`config.mk`:
```
export PLATFORM = sky130hd
export DESIGN_NAME = row_scan_driver
export DESIGN_NICKNAME = d
export VERILOG_FILES = /design/src/rtl/row_scan_driver.sv
export SDC_FILE = /design/constraint.sdc
export NUM_CORES = 1
export LEC_CHECK = 0
export CAP_MARGIN = 20
export CORE_MARGIN = 4
export CORE_UTILIZATION = 49
export CTS_CLUSTER_SIZE = 8
export DETAILED_ROUTE_END_ITERATION = 6
export GPL_ROUTABILITY_DRIVEN = 0
export PLACE_DENSITY = 0.75
export REMOVE_ABC_BUFFERS = 1
export SYNTH_ARGS = -nofsm -noshare
export SYNTH_HDL_FRONTEND = slang
export SYNTH_SLANG_ARGS = --single-unit
```
`constraint.sdc`:
```
create_clock -name clk -period 4.1 [get_ports clk]
set_input_delay 0.82 -clock clk [delete_from_list [all_inputs] [get_ports clk]]
set_output_delay 0.82 -clock clk [all_outputs]
set_load 0.02 [all_outputs]
```
`src/rtl/row_scan_driver.sv`:
```
// Row scanner for the LED matrix 3-to-8 decoder: blank, then dwell, per row, with row-load and frame-done strobes.
// Optional descending scan selected by the `dir` port when ROW_SCAN_REVERSE_EN is defined.
module row_scan_driver #(
    parameter int N_ROWS       = 8,
    parameter int DWELL_CYCLES = 1000,
    parameter int BLANK_CYCLES = 4,
    localparam int ROW_W       = $clog2(N_ROWS)
) (
    input  logic             clk,
    input  logic             rst,
    input  logic             ena,
`ifdef ROW_SCAN_REVERSE_EN
    input  logic             dir,
`endif
    output logic [ROW_W-1:0] row_sel,
    output logic             dec_ena,
    output logic             row_load,
    output logic             frame_done
);

    localparam int MAX_CYC = (DWELL_CYCLES > BLANK_CYCLES) ? DWELL_CYCLES : BLANK_CYCLES;
    localparam int TMR_W   = $clog2(MAX_CYC + 1);

    localparam logic [1:0] S_IDLE  = 2'd0;
    localparam logic [1:0] S_BLANK = 2'd1;
    localparam logic [1:0] S_DRIVE = 2'd2;

    localparam logic [TMR_W-1:0] BLANK_LD = TMR_W'(BLANK_CYCLES - 1);
    localparam logic [TMR_W-1:0] DWELL_LD = TMR_W'(DWELL_CYCLES - 1);
    localparam logic [ROW_W-1:0] ROW_LAST = ROW_W'(N_ROWS - 1);

    logic [1:0]       r_state;
    logic [TMR_W-1:0] r_timer;
    logic [ROW_W-1:0] r_row;
    logic             r_dec_ena;
    logic             r_row_load;
    logic             r_frame_done;

    logic [1:0]       w_nxt_state;
    logic [TMR_W-1:0] w_nxt_timer;
    logic [ROW_W-1:0] w_nxt_row;
    logic [ROW_W-1:0] w_row_start;
    logic [ROW_W-1:0] w_row_step;
    logic [ROW_W-1:0] w_row_end;

`ifdef ROW_SCAN_REVERSE_EN
    logic r_dir;

    // Direction is captured once at frame start; later changes on dir are ignored until the next IDLE exit.
    always_ff @(posedge clk) begin
        if (rst) begin
            r_dir <= 1'b0;
        end else if (r_state == S_IDLE && ena) begin
            r_dir <= dir;
        end
    end

    assign w_row_start = dir ? ROW_LAST : '0;
    assign w_row_step  = r_dir ? (r_row - 1'b1) : (r_row + 1'b1);
    assign w_row_end   = r_dir ? '0 : ROW_LAST;
`else
    assign w_row_start = '0;
    assign w_row_step  = r_row + 1'b1;
    assign w_row_end   = ROW_LAST;
`endif

    always_comb begin
        w_nxt_state = r_state;
        w_nxt_timer = r_timer;
        w_nxt_row   = r_row;
        if (!ena) begin
            w_nxt_state = S_IDLE;
            w_nxt_timer = '0;
        end else begin
            case (r_state)
                S_IDLE: begin
                    w_nxt_state = S_BLANK;
                    w_nxt_timer = BLANK_LD;
                    w_nxt_row   = w_row_start;
                end
                S_BLANK: begin
                    if (r_timer == '0) begin
                        w_nxt_state = S_DRIVE;
                        w_nxt_timer = DWELL_LD;
                    end else begin
                        w_nxt_timer = r_timer - 1'b1;
                    end
                end
                S_DRIVE: begin
                    // Row select only moves on the edge into BLANK, so it is stable while the decoder drives.
                    if (r_timer == '0) begin
                        w_nxt_state = S_BLANK;
                        w_nxt_timer = BLANK_LD;
                        w_nxt_row   = w_row_step;
                    end else begin
                        w_nxt_timer = r_timer - 1'b1;
                    end
                end
                default: begin
                    w_nxt_state = S_IDLE;
                    w_nxt_timer = '0;
                end
            endcase
        end
    end

    // Outputs are registered from the next-state view so each strobe lines up with the cycle it describes.
    always_ff @(posedge clk) begin
        if (rst) begin
            r_state      <= S_IDLE;
            r_timer      <= '0;
            r_row        <= '0;
            r_dec_ena    <= 1'b0;
            r_row_load   <= 1'b0;
            r_frame_done <= 1'b0;
        end else begin
            r_state      <= w_nxt_state;
            r_timer      <= w_nxt_timer;
            r_row        <= w_nxt_row;
            r_dec_ena    <= (w_nxt_state == S_DRIVE);
            r_row_load   <= (w_nxt_state == S_BLANK) && (r_state != S_BLANK);
            r_frame_done <= (w_nxt_state == S_DRIVE) && (w_nxt_timer == '0) && (w_nxt_row == w_row_end);
        end
    end

    assign row_sel    = r_row;
    assign dec_ena    = r_dec_ena;
    assign row_load   = r_row_load;
    assign frame_done = r_frame_done;

endmodule

```
==> reports/metrics.sh <==
DETAILED_ROUTE_VIAS_PER_INSTANCE=5.923
DETAILROUTE.VIA_COUNT=918
FINAL_NET_COUNT=134
MAX_SLEW.WORST_PIN.SLEW_NS=0.4532
DRT_WL_CELL_UM=14.03
TIMING.CLOCK.SKEW_NS=0.007564
ANTENNA_FOUND_INITIAL=0
FINAL-MAX-SLEW-VIOLATION-COUNT=0
FINAL_MIN_PERIOD_OVER_CLOCK_PERIOD_PCT=58.62
GRT_PASS1_WL_UM=3801
HOLD_PATH_CLASS='register to register'
STD_CELL_ROWS=16
MULTI_INPUT_COMB_AREA_UM2=641.9
SLEW_HEADROOM_PCT=69.67
DRT_FIRST_PASS_ITERS=4
SEQUENTIALPOWERSHARE_PCT=50.2
POWER.SHARE.CLOCK_PCT=30.3
POWER_FRAC_COMB_PCT=19.5
DP_WORST_SETUP_SLACK_NS=1.646
YS_TOP_CELLS_BY_AREA='dfxtp_1, nor2_1, nand2_1'
GRT_REMAINING_OVERFLOW=0
GRT_START_MAX_NET_PINS=16
OUTCOME='complete, no violations'
START_UTIL_PCT=52.46
POWER_uW=372.3
HOLDWS_NS=0.6056
DETAIL-ROUTE-ANTENNA-NETS=0
SYNTH_TOP_AREA_CELL='dfxtp_1'
LAYOUT.FILLER_CELLS=175
CLOCK_TREE_ROOT_BUFFER_CELL='clkbuf_4'
TIMING.CRITICAL_PATH.REQUIRED_NS=4.33
POST_CTS_RESIZED=0
YOSYS_WARNINGS=0
CTS_TREE='yes'
POWER-PER-CELL-AREA_nW_PER_UM2=321.0
YS_SEQ_ELEMENTS=18
NUMBER_OF_SYNTHESIZED_FLOPS_WITH_AN_ENABLE_PIN=0
FINAL_TNS_SETUP_NS=0
CRITICAL_PATH.N_BUFFERS_INVERTERS=1
CTS_POST_SETUP_BUFFERS_INSERTED=0
FINAL-SETUP-VIOL-COUNT=0
STDCELL_COUNT=155
POST_SYNTH_INST_COUNT=119
SWITCHING_SHARE_PCT=28.89
GRT_USE_TOTAL_PCT=18.08
SLOWEST_DELAY_NS=0.44
PLACED_CELLS_INCL_TAPS=151
CTS-BUFFERS-INSERTED=3
ROUTE.FINAL.WIRE_LENGTH_UM=2175
DIE-WIDTH_UM=54.07
ANTENNA-DIODE-COUNT=0
DIE_HEIGHT_UM=54.07
POST_CTS_HOLD_BUFFER_COUNT=0
CTS_HTREE_LEVELS=1
REGISTER_CELL_AREA_AFTER_LAYOUT_UM2=360.3
FINALHOLDVIOLATIONS=0
WORSTPATHMAXFANOUT=15
IO_BUFFER_COUNT=8
FLOORPLAN.IO_PINS=9
SYNTH_SEQUENTIAL_AREA_RATIO_PCT=34.66
SYN_AREA_PER_CELL_UM2=8.737
CLOCK_TREE.BUFFER_DEPTH=2
SYN2LAYOUT_AREA_GROWTH_PCT=11.55
CRITICAL_PATH.CELL_CHAIN='inv_1, ha_1, nor4b_4, nand3_2, nor4b_2, o21ai_1, a21o_1, a311oi_2'
POST_ROUTE_CELLS_DRIVE_ABOVE_1_SHARE_PCT=16.41
IR_WORST_VDD_V=0.0002445
CRITICAL-PATH-TOP-DELAY-FAMILY='simple AND/OR/NAND/NOR gates'
SWITCHINGPOWER_uW=107.5
CRITICAL-PATH-SLOWEST-CELL='nor4b_4'
CORE_AREA_UM2=1982
MAXCAPVIOLATIONS=0
FIRST_ITER_VIOLATIONS=17
DIE_OUTLINE_AREA_UM2=2923
FIRST_GLOBAL_VIAS=880
STARTPOINT_TYPE_OF_THE_WORST_SETUP_PATH='register'
ASYNCSETRESETFLOPFRACSYNTH_PCT=0
WORST_SKEW_PAIR.LATE_LATENCY_NS=0.31
POST-ROUTE-DRC-COUNT=0
CLOCK.FMAX_MHz=416.1
DOMINANTREGCELLSYNTH='dfxtp_1'
INTERNAL_POWER_CONSUMPTION_uW=264.7
STATIC-LEAKAGE-POWER_uW=0.0004564
CRITICAL_PATH_ARRIVAL_NS=2.63
PLACE_HPWL_UM=1539
ENDPOINT_KIND='register'
CLK_TRANSITION_REPORTED_PATHS_NS=0.11
SYNTH_CELL_TYPES=46
PERIOD_MINUS_SLACK_NS=2.403
SETUP_SLACK_NS=1.697
SETUP.WORST_PATH.CLASS='register to register'
GRT_SETUP_UNREPAIRED='no'
TRITONCTS_NUM_SINKS=18
SYNTH.TOP_CELL.AREA_SHARE_PCT=34.66
POST_SYNTH_INSTANCE_AREA_UM2=1040
-- logic make-up after synthesis --
family,count (synthesis),share of synthesized area [%]
buffers and inverters,5,3.610
AOI/OAI and AO/OA,28,20.34
and+or+nand+nor,59,32.61
xor gates and xnor gates,5,4.213
DFF,18,34.66
adders and majority gates,2,2.406
muxes,2,2.166
-- synthesized netlist by cell type (all sizes together), types with 3 or more instances --
library cell,n
nor2b,4
nand3,4
and3,3
nor2,19
nor3,6
a21oi,6
a22oi,3
nand2,12
xor2,3
buf,3
o21ai,3
o211ai,3
dfxtp,18
-- final timing paths --
path,startpoint,to,slack [ns],cells after the start
max,r_timer[0],frame_done,1.70,8
min,r_timer[8],r_timer[8],0.61,2
max reg2reg,r_timer[0],frame_done,1.70,8
min reg2reg,r_timer[8],r_timer[8],0.61,2
-- metal layers --
layer	track usage, %	wire length [um]	vias to the layer above
met3	3.324	62	6
li1	-	-	447
met1	20.97	1005	450
met4	9.129	48	0
met2	31.45	1059	15
met5	0	0	-
-- power groups by stage --
stage	logic (uW)	clock network, uW	registers [uW]
2_1_floorplan	53.7	0	190
3_5_place_dp	71.5	0	191
3_3_place_gp	69.0	0	190
5_1_grt	80.8	122	188
6_report	72.7	113	187
4_1_cts	72.2	114	187
-- layout by cell type (no fill, tap or decap), drive strengths merged, types with 3 or more instances in the layout --
master         count
o211ai             3
nor2              19
a21oi              6
nor3               6
a22oi              3
nand2             12
dfxtp             18
clkdlybuf4s50      8
nand3              4
nor2b              4
xor2               3
clkbuf             4
o21ai              3
and3               3
-- per-stage QoR --
stage          instance area (um^2)  utilization, %
6_report                       1160           58.52
5_1_grt                        1160           58.52
4_1_cts                        1160           58.52
3_5_place_dp                   1124           56.69
3_3_place_gp                   1124           56.69
2_1_floorplan                  1010               -
-- sequential cells by signal, indices dropped and copies added (netlist names) --
signal / cells
r_timer: 10
frame_done: 1
row_sel: 3
dec_ena: 1
r_state: 2
row_load: 1
-- cell type report --
class,instances,share of cell area [%]
tap,27,2.913
multi-input combinational,96,55.34
inverter,2,0.6473
sequential,18,31.07
timing repair buffer,8,6.904
clock buffer,4,3.128
-- worst reg2reg max path: stages (launching register included) --
cell and delay, ns:
dfxtp_1 0.37, inv_1 0.08, ha_1 0.29, nor4b_4 0.44
nand3_2 0.38, nor4b_2 0.33, o21ai_1 0.09, a21o_1 0.18
a311oi_2 0.17
Power figures use the tool's default switching activity.
